--- config.mk ---
export PLATFORM = sky130hd
export DESIGN_NAME = keypad_scanner_avalon
export DESIGN_NICKNAME = d
export VERILOG_FILES = /design/src/rtl/keypad_scanner_avalon.sv
export SDC_FILE = /design/constraint.sdc
export NUM_CORES = 1
export LEC_CHECK = 0
export ABC_AREA = 1
export BUFFER_PORTS_ARGS = -buffer_cell sky130_fd_sc_hd__buf_4
export CORE_MARGIN = 5
export CORE_UTILIZATION = 30
export DETAILED_ROUTE_END_ITERATION = 6
export PLACE_DENSITY = 0.46
export SLEW_MARGIN = 20
export SYNTH_ARGS = -nofsm -noshare
export SYNTH_HDL_FRONTEND = slang
export SYNTH_SLANG_ARGS = --single-unit
--- constraint.sdc ---
create_clock -name clk_50 -period 4 [get_ports clk_50]
set_input_delay 0.2 -clock clk_50 [delete_from_list [all_inputs] [get_ports clk_50]]
set_output_delay 0.2 -clock clk_50 [all_outputs]
set_load 0.05 [all_outputs]
--- src/rtl/keypad_scanner_avalon.sv ---
// Matrix keypad scanner with debounce, key-event FIFO and Avalon-MM register port.
// Codes are c*ROWS + r; 8'hFF is reserved to mean "no key".
module keypad_scanner_avalon #(
   parameter int ROWS       = 4,
   parameter int COLS       = 4,
   parameter int SCAN_DIV   = 25000,
   parameter int DEBOUNCE   = 4,
   parameter int FIFO_DEPTH = 8
) (
   input  logic            clk_50,
   input  logic            reset_n,
   input  logic [1:0]      address,
   input  logic            read,
   input  logic            write,
   input  logic [31:0]     writedata,
   output logic [31:0]     readdata,
   output logic            waitrequest,
   input  logic [ROWS-1:0] row,
   output logic [COLS-1:0] column,
   output logic            irq
);

   localparam int STEP_W = $clog2(SCAN_DIV);
   localparam int COL_W  = $clog2(COLS);
   localparam int DEB_W  = $clog2(DEBOUNCE + 1);
   localparam int PTR_W  = $clog2(FIFO_DEPTH);
   localparam int CNT_W  = PTR_W + 1;
   localparam logic [7:0] NO_KEY = 8'hFF;

   typedef enum logic {
      BUS_IDLE,
      BUS_RESP
   } bus_state_t;

   bus_state_t        state, state_next;
   logic              bus_start;
   logic              op_pop, op_ctrl;
   logic [3:0]        op_wdata;
   logic              do_pop, ctrl_wr, flush, clr_ovf;
   logic [31:0]       rd_mux, status_word;

   logic              scan_en, irq_en;
   logic              scan_live, scan_run;
   logic [STEP_W-1:0] step_cnt;
   logic [COL_W-1:0]  col_idx;
   logic              step_last, col_last, frame_done;
   logic [ROWS-1:0]   row_meta, row_sync;
   logic              row_hit;
   logic [7:0]        row_low, col_base, col_code, frame_code;
   logic [7:0]        acc_code, cand_code, stable_code, stable_next;
   logic [DEB_W-1:0]  match_cnt, new_cnt;
   logic              key_push, push_ok;

   logic [7:0]        fifo_mem [FIFO_DEPTH];
   logic [PTR_W-1:0]  wr_ptr, rd_ptr;
   logic [CNT_W-1:0]  fifo_count;
   logic              fifo_empty, fifo_full, overflow;

   wire               unused_wdata = ^writedata[31:4];

   // Scanning only runs from the first cycle after reset and while enabled.
   assign scan_run   = scan_en & scan_live;
   assign step_last  = (step_cnt == STEP_W'(SCAN_DIV - 1));
   assign col_last   = (col_idx == COL_W'(COLS - 1));
   assign frame_done = scan_run & step_last & col_last;

   // Drive the active column low, everything else high.
   always_comb begin
      column = '1;
      if (scan_run) begin
         column[col_idx] = 1'b0;
      end
   end

   // Two-flop synchroniser for the asynchronous row inputs.
   always_ff @(posedge clk_50 or negedge reset_n) begin
      if (!reset_n) begin
         row_meta <= '1;
         row_sync <= '1;
      end else begin
         row_meta <= row;
         row_sync <= row_meta;
      end
   end

   // Lowest low row in the synchronised sample.
   always_comb begin
      row_hit = 1'b0;
      row_low = 8'd0;
      for (int r = ROWS - 1; r >= 0; r--) begin
         if (!row_sync[r]) begin
            row_hit = 1'b1;
            row_low = 8'(r);
         end
      end
   end

   assign col_base = 8'(col_idx) * 8'(ROWS);
   assign col_code = row_hit ? (col_base + row_low) : NO_KEY;

   // Columns are visited in ascending order, so the first hit in a frame is the lowest code.
   always_comb begin
      frame_code = acc_code;
      if ((col_idx == '0) || (acc_code == NO_KEY)) begin
         frame_code = col_code;
      end
   end

   // Debounce: count consecutive identical frames, saturating at DEBOUNCE.
   always_comb begin
      new_cnt = DEB_W'(1);
      if (frame_code == cand_code) begin
         new_cnt = (match_cnt == DEB_W'(DEBOUNCE)) ? match_cnt : match_cnt + DEB_W'(1);
      end
      stable_next = (new_cnt == DEB_W'(DEBOUNCE)) ? frame_code : stable_code;
   end

   assign key_push = frame_done & (stable_next != stable_code) & (stable_next != NO_KEY);

   // Step/column counters, frame accumulator and debounce state.
   always_ff @(posedge clk_50 or negedge reset_n) begin
      if (!reset_n) begin
         scan_live   <= 1'b0;
         step_cnt    <= '0;
         col_idx     <= '0;
         acc_code    <= NO_KEY;
         cand_code   <= NO_KEY;
         match_cnt   <= '0;
         stable_code <= NO_KEY;
      end else begin
         scan_live <= 1'b1;
         if (!scan_run) begin
            step_cnt    <= '0;
            col_idx     <= '0;
            acc_code    <= NO_KEY;
            cand_code   <= NO_KEY;
            match_cnt   <= '0;
            stable_code <= NO_KEY;
         end else if (step_last) begin
            step_cnt <= '0;
            col_idx  <= col_last ? '0 : col_idx + COL_W'(1);
            acc_code <= frame_code;
            if (col_last) begin
               cand_code   <= frame_code;
               match_cnt   <= new_cnt;
               stable_code <= stable_next;
            end
         end else begin
            step_cnt <= step_cnt + STEP_W'(1);
         end
      end
   end

   // Bus FSM state register.
   always_ff @(posedge clk_50 or negedge reset_n) begin
      if (!reset_n) begin
         state <= BUS_IDLE;
      end else begin
         state <= state_next;
      end
   end

   // Bus FSM next state; waitrequest stalls only the first cycle of a transfer.
   always_comb begin
      state_next  = state;
      waitrequest = 1'b0;
      bus_start   = 1'b0;
      case (state)
         BUS_IDLE: begin
            waitrequest = read | write;
            if (read | write) begin
               state_next = BUS_RESP;
               bus_start  = 1'b1;
            end
         end
         BUS_RESP: state_next = BUS_IDLE;
         default:  state_next = BUS_IDLE;
      endcase
   end

   assign fifo_empty = (fifo_count == '0);
   assign fifo_full  = (fifo_count == CNT_W'(FIFO_DEPTH));

   // STATUS register layout.
   always_comb begin
      status_word              = '0;
      status_word[CNT_W-1:0]   = fifo_count;
      status_word[8]           = fifo_empty;
      status_word[9]           = fifo_full;
      status_word[10]          = overflow;
   end

   // Read data selection, evaluated in the stall cycle.
   always_comb begin
      rd_mux = '0;
      case (address)
         2'd0:    rd_mux = fifo_empty ? 32'h0000_00FF : {1'b1, 23'b0, fifo_mem[rd_ptr]};
         2'd1:    rd_mux = status_word;
         2'd2:    rd_mux = {30'b0, irq_en, scan_en};
         default: rd_mux = {24'b0, stable_code};
      endcase
   end

   // Latch the transfer in the stall cycle; its side effects land at the end of RESP.
   // The pop decision is frozen here so a push during the stall cannot be lost.
   always_ff @(posedge clk_50 or negedge reset_n) begin
      if (!reset_n) begin
         readdata <= '0;
         op_pop   <= 1'b0;
         op_ctrl  <= 1'b0;
         op_wdata <= '0;
      end else if (bus_start) begin
         op_pop   <= read && (address == 2'd0) && !fifo_empty;
         op_ctrl  <= !read && write && (address == 2'd2);
         op_wdata <= writedata[3:0];
         if (read) begin
            readdata <= rd_mux;
         end
      end else begin
         op_pop  <= 1'b0;
         op_ctrl <= 1'b0;
      end
   end

   assign do_pop  = (state == BUS_RESP) & op_pop;
   assign ctrl_wr = (state == BUS_RESP) & op_ctrl;
   assign flush   = ctrl_wr & op_wdata[2];
   assign clr_ovf = ctrl_wr & op_wdata[3];
   assign push_ok = key_push & ~fifo_full & ~flush;

   // CONTROL register; flush and overflow-clear are pulses, not stored.
   always_ff @(posedge clk_50 or negedge reset_n) begin
      if (!reset_n) begin
         scan_en <= 1'b1;
         irq_en  <= 1'b0;
      end else if (ctrl_wr) begin
         scan_en <= op_wdata[0];
         irq_en  <= op_wdata[1];
      end
   end

   // FIFO storage.
   always_ff @(posedge clk_50) begin
      if (push_ok) begin
         fifo_mem[wr_ptr] <= frame_code;
      end
   end

   // FIFO pointers, occupancy and sticky overflow; flush beats a simultaneous push.
   always_ff @(posedge clk_50 or negedge reset_n) begin
      if (!reset_n) begin
         wr_ptr     <= '0;
         rd_ptr     <= '0;
         fifo_count <= '0;
         overflow   <= 1'b0;
      end else begin
         if (flush) begin
            wr_ptr     <= '0;
            rd_ptr     <= '0;
            fifo_count <= '0;
         end else begin
            if (push_ok) begin
               wr_ptr <= wr_ptr + PTR_W'(1);
            end
            if (do_pop) begin
               rd_ptr <= rd_ptr + PTR_W'(1);
            end
            case ({push_ok, do_pop})
               2'b10:   fifo_count <= fifo_count + CNT_W'(1);
               2'b01:   fifo_count <= fifo_count - CNT_W'(1);
               default: fifo_count <= fifo_count;
            endcase
         end
         if (key_push && fifo_full && !flush) begin
            overflow <= 1'b1;
         end else if (clr_ovf) begin
            overflow <= 1'b0;
         end
      end
   end

   // Level interrupt while enabled and events are pending.
   always_ff @(posedge clk_50 or negedge reset_n) begin
      if (!reset_n) begin
         irq <= 1'b0;
      end else begin
         irq <= irq_en & ~fifo_empty;
      end
   end

endmodule

### Word-level counts from Yosys, hierarchy flattened

Memories as Yosys holds them, arrays and structs flattened.
Cells that the tools add are included.

| word-level totals | value |
|---|---|
| memory bits (writable) | 64 |
| bits of input ports | 42 |
| logic and storage cells | 135 |
| flip-flop bits (word level) | 106 |
| memories | 1 |
| output and inout bits | 38 |

Memory list:

| name | depth | bits a word | rd ports | clocked after memory_dff | write ports | line | source |
|---|---|---|---|---|---|---|---|
| fifo_mem | 8 | 8 | 1 | 0 | 1 | 54 | `logic [7:0] fifo_mem [FIFO_DEPTH];` |

| operators by class | value |
|---|---|
| bitwise gates (word level) | 18 |
| $lt $le $gt $ge | 2 |
| $add $sub $neg | 8 |
| equality and inequality tests | 15 |
| multiplexer cells | 50 |
| reductions and logical operators | 20 |

Operators by type and width:

| kind | number |
|---|---|
| 8-bit two-way mux | 13 |
| 32-bit case mux with 3 select lines | 1 |
| 32-bit two-way mux | 1 |
| 15-bit two-way mux | 2 |
| 3-bit two-way mux | 9 |
| 15-bit by 1-bit adder with 15-bit output, second input constant | 1 |
| 15-bit equality test, second input constant | 1 |
| 1-bit two-way mux | 14 |
| 1-bit bitwise AND | 12 |
| 2-bit two-way mux | 5 |
| 3-bit by 1-bit adder with 3-bit output, second input constant | 3 |
| 4-bit by 8-bit adder with 8-bit output | 1 |
| 8-bit equality test | 1 |
| 8-bit equality test, second input constant | 1 |
| 4-bit two-way mux | 2 |
| 8-bit != test | 1 |
| 8-bit != test, second input constant | 1 |
| 4-bit case mux with 2 select lines | 1 |
| 1-bit logical AND | 7 |
| 2-bit equality test, second input constant | 3 |
| 3-bit equality test, second input constant | 2 |
| 2-bit nonzero test | 3 |
| 4-bit by 1-bit adder with 4-bit output, second input constant | 1 |
| 2-bit by 1-bit equality test with 1-bit output, second input constant | 2 |
| other kinds (17) | 25 |

### Logic depth before layout (Yosys ltp)

| logic depth | value |
|---|---|
| depth after elaboration | 19 |
| mapped depth | 31 |

### Worst setup path after synthesis

Ideal clock, no wire load.

| timing | value |
|---|---|
| kind | reg2reg |
| start | register col_idx[0] |
| end | register fifo_count[3] |
| data arrival time | 3.448 ns |
| period minus slack after synthesis | 3.566 ns |
| setup time | 0.118 ns |
| stages on the path, launching flop included | 30 |
| setup slack | 0.434 ns |
| buffers on the path | 2 |
| path through | dfrtp_1 > inv_1 > ha_1 > inv_1 > buf_2 > nand3_1 > nand2_1 > nand2_1 > nand2_1 > nand2_1 > nor2_1 > nand4_1 > buf_2 > nor3_1 > nor2_1 > nand2_1 > nor2_1 > nand2_1 > nand4_1 > nand2_2 > inv_1 > ha_1 > a21oi_1 > nand2_1 > xor2_1 > inv_1 > nand3_1 > nand2_1 > nand3_1 > nand2_1 |

| between the ends | value |
|---|---|
| longest elaborated chain between the ends | 15 |

RTL lines:

| element | line | source |
|---|---|---|
| from (decl) | 45 | `logic [COL_W-1:0] col_idx;` |
| from (signal assigned) | 141 | `col_idx <= col_last ? '0 : col_idx + COL_W'(1);` |
| 4-bit by 8-bit adder with 8-bit output / 2-bit logical NOT (equally long branches) | 99, 104 |  |
| 8-bit two-way mux / 1-bit logical OR (equally long branches) | 99, 104 |  |
| 8-bit two-way mux | 104 | `if ((col_idx == '0) \|\| (acc_code == NO_KEY)) begin` |
| 8-bit equality test | 112 | `if (frame_code == cand_code) begin` |
| 3-bit two-way mux | 112 |  |
| 3-bit equality test | 115 | `stable_next = (new_cnt == DEB_W'(DEBOUNCE)) ? frame_code : stable_code;` |
| 8-bit two-way mux | 115 |  |
| 8-bit != test | 118 | `assign key_push = frame_done & (stable_next != stable_code) & (stable_next != NO_KEY);` |
| 1-bit bitwise AND | 118 |  |
| 1-bit bitwise AND (*) | 118 |  |
| 1-bit bitwise AND (*) (2 in a row) | 229 | `assign push_ok = key_push & ~fifo_full & ~flush;` |
| 2-bit by 1-bit equality test with 1-bit output / 2-bit equality test (equally long branches) | 268 | `case ({push_ok, do_pop})` |
| 4-bit case mux with 2 select lines | 268 |  |
| 4-bit two-way mux | 257 | `if (flush) begin` |
| to (signal assigned) | 269 | `2'b10: fifo_count <= fifo_count + CNT_W'(1);` |
| to (signal assigned) | 270 | `2'b01: fifo_count <= fifo_count - CNT_W'(1);` |
| to (signal assigned) | 271 | `default: fifo_count <= fifo_count;` |
| to (decl) | 56 | `logic [CNT_W-1:0] fifo_count;` |

Mark *: on every way between the ends. The rest lies on a longest branch, timed or not.
A chain may end at the register's enable or synchronous reset.

### Worst setup path after layout

| timing | value |
|---|---|
| start | register acc_code[2] |
| end | register fifo_count[3] |

| between the ends | value |
|---|---|
| longest elaborated chain between the ends | 15 |

RTL lines:

| element | line | source |
|---|---|---|
| from (decl) | 50 | `logic [7:0] acc_code, cand_code, stable_code, stable_next;` |
| from (signal assigned) | 142 | `acc_code <= frame_code;` |
| 8-bit equality test | 104 |  |
| 1-bit logical OR | 104 |  |
| 8-bit two-way mux (*) | 104 |  |
| 8-bit equality test | 112 |  |
| 3-bit two-way mux | 112 |  |
| 3-bit equality test | 115 |  |
| 8-bit two-way mux (*) | 115 |  |
| 8-bit != test | 118 |  |
| 1-bit bitwise AND | 118 |  |
| 1-bit bitwise AND (*) | 118 |  |
| 1-bit bitwise AND (*) (2 in a row) | 229 |  |
| 2-bit by 1-bit equality test with 1-bit output / 2-bit equality test (equally long branches) | 268 |  |
| 4-bit case mux with 2 select lines | 268 |  |
| 4-bit two-way mux | 257 |  |

Marked as above.

==> reports/qor.csv <==
stage,metric,value,unit
outcome,outcome,"finished, final reports clean",
layout,antenna_cells,0,
clock_tree,numCtsBuffers,17,
pwr,irDropWorstVdd,287,uV
logic_synthesis,synth_xor_area_frac,0.00474,
placed_design,numPlacedInstances,1218,
detailed_routing,wl_per_cell,15.1,um
logic_synthesis,ys_types,44,
logic_synthesis,synth_seq_cells,150,
layout,fin_area,9160,um2
placed_design,io_buffers,31,
worst_setup_path,worst_ep_arrival_time,3.99,ns
timing,fin_crit,3.67,ns
global_route,grt_pass1_vias,5615,
floorplan,ios,80,
layout,nNetsFinal,984,
timing,fmax,273,MHz
clock_tree,cts_buffer_depth,2,
layout,fillers,2514,
logic_synthesis,synthSimpleGateAreaFrac,0.250,
logic_synthesis,synth_area_per_cell,8.91,um2
detailed_routing,wirelength,19.1,mm
logic_synthesis,synth_area,7400,um2
worst_setup_path,critical_path_class,register to register,
hold_path,hp-class,primary input to register,
logic_synthesis,synth_top_family_by_area,simple AND/OR/NAND/NOR gates,
pwr,power_switching,1290,uW
detailed_routing,dr.pass1.iters,4,
timing,layout_worst_path_cycle_share,0.917,
worst_setup_path,timing.rr.end,fifo_count[3]$_DFFE_PN0P_,
worst_setup_path,critPathMaxStageDelay,0.55,ns
clock_tree,cts_tree,built,
global_route,grt_pass1_wl,31.1,mm
logic_synthesis,ys_warn_count,0,
global_route,grtUsageTotal,0.141,
floorplan,die_w,167,um
timing,fin_skew,0.0114,ns
placed_design,dp_hpwl,13.4,mm
layout,layout-drive-gt1-share,0.216,
detailed_routing,postRouteAntennaNets,0,
pwr,sw_frac_of_total,0.307,
hold_path,hold_end,op_ctrl$_DFF_PN0_,
worst_setup_path,regToRegStartpoint,acc_code[2]$_DFFE_PN1P_,
detailed_routing,viasPerCell,4.65,
timing,relSlewSlack,0.545,
worst_setup_path,cp.required,4.32,ns
detailed_routing,drcViolationCount,0,
clock_tree,clk_latency,0.43,ns
hold_path,worstHoldStart,write,
floorplan,core,24300,um2
pwr,p_leak,0.00429,uW
worst_setup_path,end_kind,register,
global_route,grt_overflow,0,
floorplan,dieArea,27900,um2
floorplan,rows,57,
floorplan,die_h,167,um
pwr,power_frac_seq,0.412,
layout,instances_no_fill,1267,
worst_setup_path,cp_max_fo,7,
floorplan,start_util,0.304,
pwr,combPwrFrac,0.192,
worst_setup_path,r2r_cells,29,
logic_synthesis,synthAdderAreaFrac,0.0213,
worst_setup_path,critPathSlowestCell,dfstp_2,
logic_synthesis,synth-compound-area-share,0.0844,
clock_tree,cts.sinks,150,
logic_synthesis,synthMuxAreaShare,0,
logic_synthesis,synthCells,830,
placed_design,gp_congestion,0.833,
clock_tree,clkTransAtPathRegs,0.07,ns
timing,setup_viol,0,
timing,drv_slew,0,
detailed_routing,first_iter_violations,319,
clock_tree,h-tree-depth,4,
timing,holdWs,0.0275,ns
global_route,antenna_found_initial,0,
layout,area_delta_synth_final,23.9,%
timing,final-hold-violation-count,0,
placed_design,place_area,8270,um2
global_route,grt_start_max_net_pins,48,
pwr,clkPwrFrac,0.396,
job,cap_violations,0,
worst_setup_path,r2r_slack,0.33,ns
hold_path,whs_path_depth,3,
clock_tree,cts_root_buf,clkbuf_16,
detailed_routing,vias,5894,
timing,tightest_slew,0.681,ns
logic_synthesis,ys_seq_area_frac,0.556,
worst_setup_path,crit_top_cell,nand2_1,
pwr,p_int,2910,uW
worst_setup_path,startpoint_type,register,
pwr,power.density,459,nW/um2
timing,finalSetupTns,0,ns
## cells in the final DEF, fill, tap and decap left out, drive strengths merged
master / synthesis / routed
a21oi: 21 / 21
a22oi: 9 / 9
nor4: 3 / 3
dfstp: 33 / 33
buf: 26 / 91
o21bai: 1 / 1
inv: 96 / 98
xnor2: 1 / 1
edfxtp: 64 / 64
o22ai: 18 / 18
or2: 1 / 1
conb: 2 / 21
nor3: 19 / 19
nand3: 96 / 96
nand3b: 3 / 3
bufinv: 0 / 2
o21ai: 48 / 48
xor2: 3 / 3
and3: 1 / 1
a2bb2oi: 2 / 2
a211oi: 2 / 2
nand4: 13 / 13
dfrtp: 53 / 53
dlygate4sd3: 0 / 10
clkinvlp: 0 / 3
fa: 1 / 1
clkinv: 3 / 6
ha: 11 / 11
clkbuf: 13 / 22
nand2: 219 / 219
a31oi: 2 / 2
nor2: 62 / 62
a221oi: 4 / 4
## cell type report
class / count / area, um2 / area share
sequential: 150 / 4120 / 0.449
multi-input combinational: 561 / 2860 / 0.312
timing repair buffer: 101 / 791 / 0.0863
clock buffer: 22 / 499 / 0.0545
tap: 324 / 405 / 0.0443
inverter: 99 / 378 / 0.0412
clock inverter: 10 / 115 / 0.0126
## cells in the mapped netlist, drive strengths merged
master,instances,area (um2)
clkbuf,13,48.8
and3,1,6.26
dfrtp,53,1330
ha,11,138
edfxtp,64,1920
a22oi,9,67.6
nor3,19,95.1
nand2,219,865
a31oi,2,12.5
nor2,62,252
fa,1,20.0
o21ai,48,248
a221oi,4,35.0
a21oi,21,109
nand3,96,495
conb,2,7.51
a2bb2oi,2,17.5
o21bai,1,7.51
dfstp,33,867
xor2,3,26.3
o22ai,18,113
clkinv,3,11.3
inv,96,360
buf,26,184
a211oi,2,15.0
or2,1,6.26
xnor2,1,8.76
nand3b,3,26.3
nor4,3,18.8
nand4,13,87.6
## worst max-delay path by stage
stage	startpoint	to	slack (ns)	cells past startpoint
6_report	acc_code[2]$_DFFE_PN1P_	fifo_count[3]$_DFFE_PN0P_	0.33	29
5_1_grt	acc_code[0]$_DFFE_PN1P_	fifo_count[3]$_DFFE_PN0P_	-0.07	30
4_1_cts	acc_code[0]$_DFFE_PN1P_	fifo_count[3]$_DFFE_PN0P_	0.23	29
3_5_place_dp	acc_code[2]$_DFFE_PN1P_	fifo_count[3]$_DFFE_PN0P_	0.25	29
3_3_place_gp	acc_code[2]$_DFFE_PN1P_	fifo_count[3]$_DFFE_PN0P_	0.26	25
2_1_floorplan	col_idx[0]$_DFFE_PN0P_	fifo_count[3]$_DFFE_PN0P_	0.43	29
## critical path: cells and delay by family, from the launching register on
family | cells | cell delay (ns)
adders and majority gates | 1 | 0.27
buffers and inverters | 5 | 0.59
DFF | 1 | 0.55
and+or+nand+nor | 22 | 1.98
xor gates and xnor gates | 1 | 0.17
## registers in the layout, indices dropped and copies added (netlist names), 2 cells and up
name         count
step_cnt        15
wr_ptr           3
cand_code        8
col_idx          2
acc_code         8
fifo_mem        64
stable_code      8
match_cnt        3
row_sync         4
op_wdata         4
row_meta         4
readdata        12
fifo_count       4
rd_ptr           3
## routing by layer
metal	vias to the layer above	track usage	wire, um
li1	2939	-	-
met1	2821	0.199	9230
met2	113	0.221	8880
met3	21	0.0292	780
met4	0	0.0352	241
met5	-	0	0
## what timing repair did
item	in CTS	in global routing
buffers inserted	0	7
gates resized for setup	0	31
hold buffers	10	0
endpoints found under the setup margin	0	1
endpoints found under the hold margin	35	0
## power groups by stage
stage | Combinational (uW) | Sequential (uW) | Clock, uW
6_report | 805 | 1730 | 1660
5_1_grt | 890 | 1740 | 1790
4_1_cts | 817 | 1730 | 1700
3_5_place_dp | 807 | 1760 | 0
3_3_place_gp | 809 | 1760 | 0
2_1_floorplan | 441 | 1840 | 0
## per-stage QoR
step	power (uW)	utilization	worst slack, ns
after floorplan	2280	-	0.434
after global placement	2570	0.340	0.257
after detailed placement	2570	0.340	0.247
after CTS	4250	0.369	0.228
after global routing	4430	0.377	-0.0697
final	4200	0.377	0.332
## kinds of logic after synthesis
logic type / Yosys count
adders and majority gates: 12
and+or+nand+nor: 417
buffers and inverters: 138
other: 2
DFF: 150
xor gates and xnor gates: 4
AOI/OAI and AO/OA: 107
(Power assumes the default switching activity.)
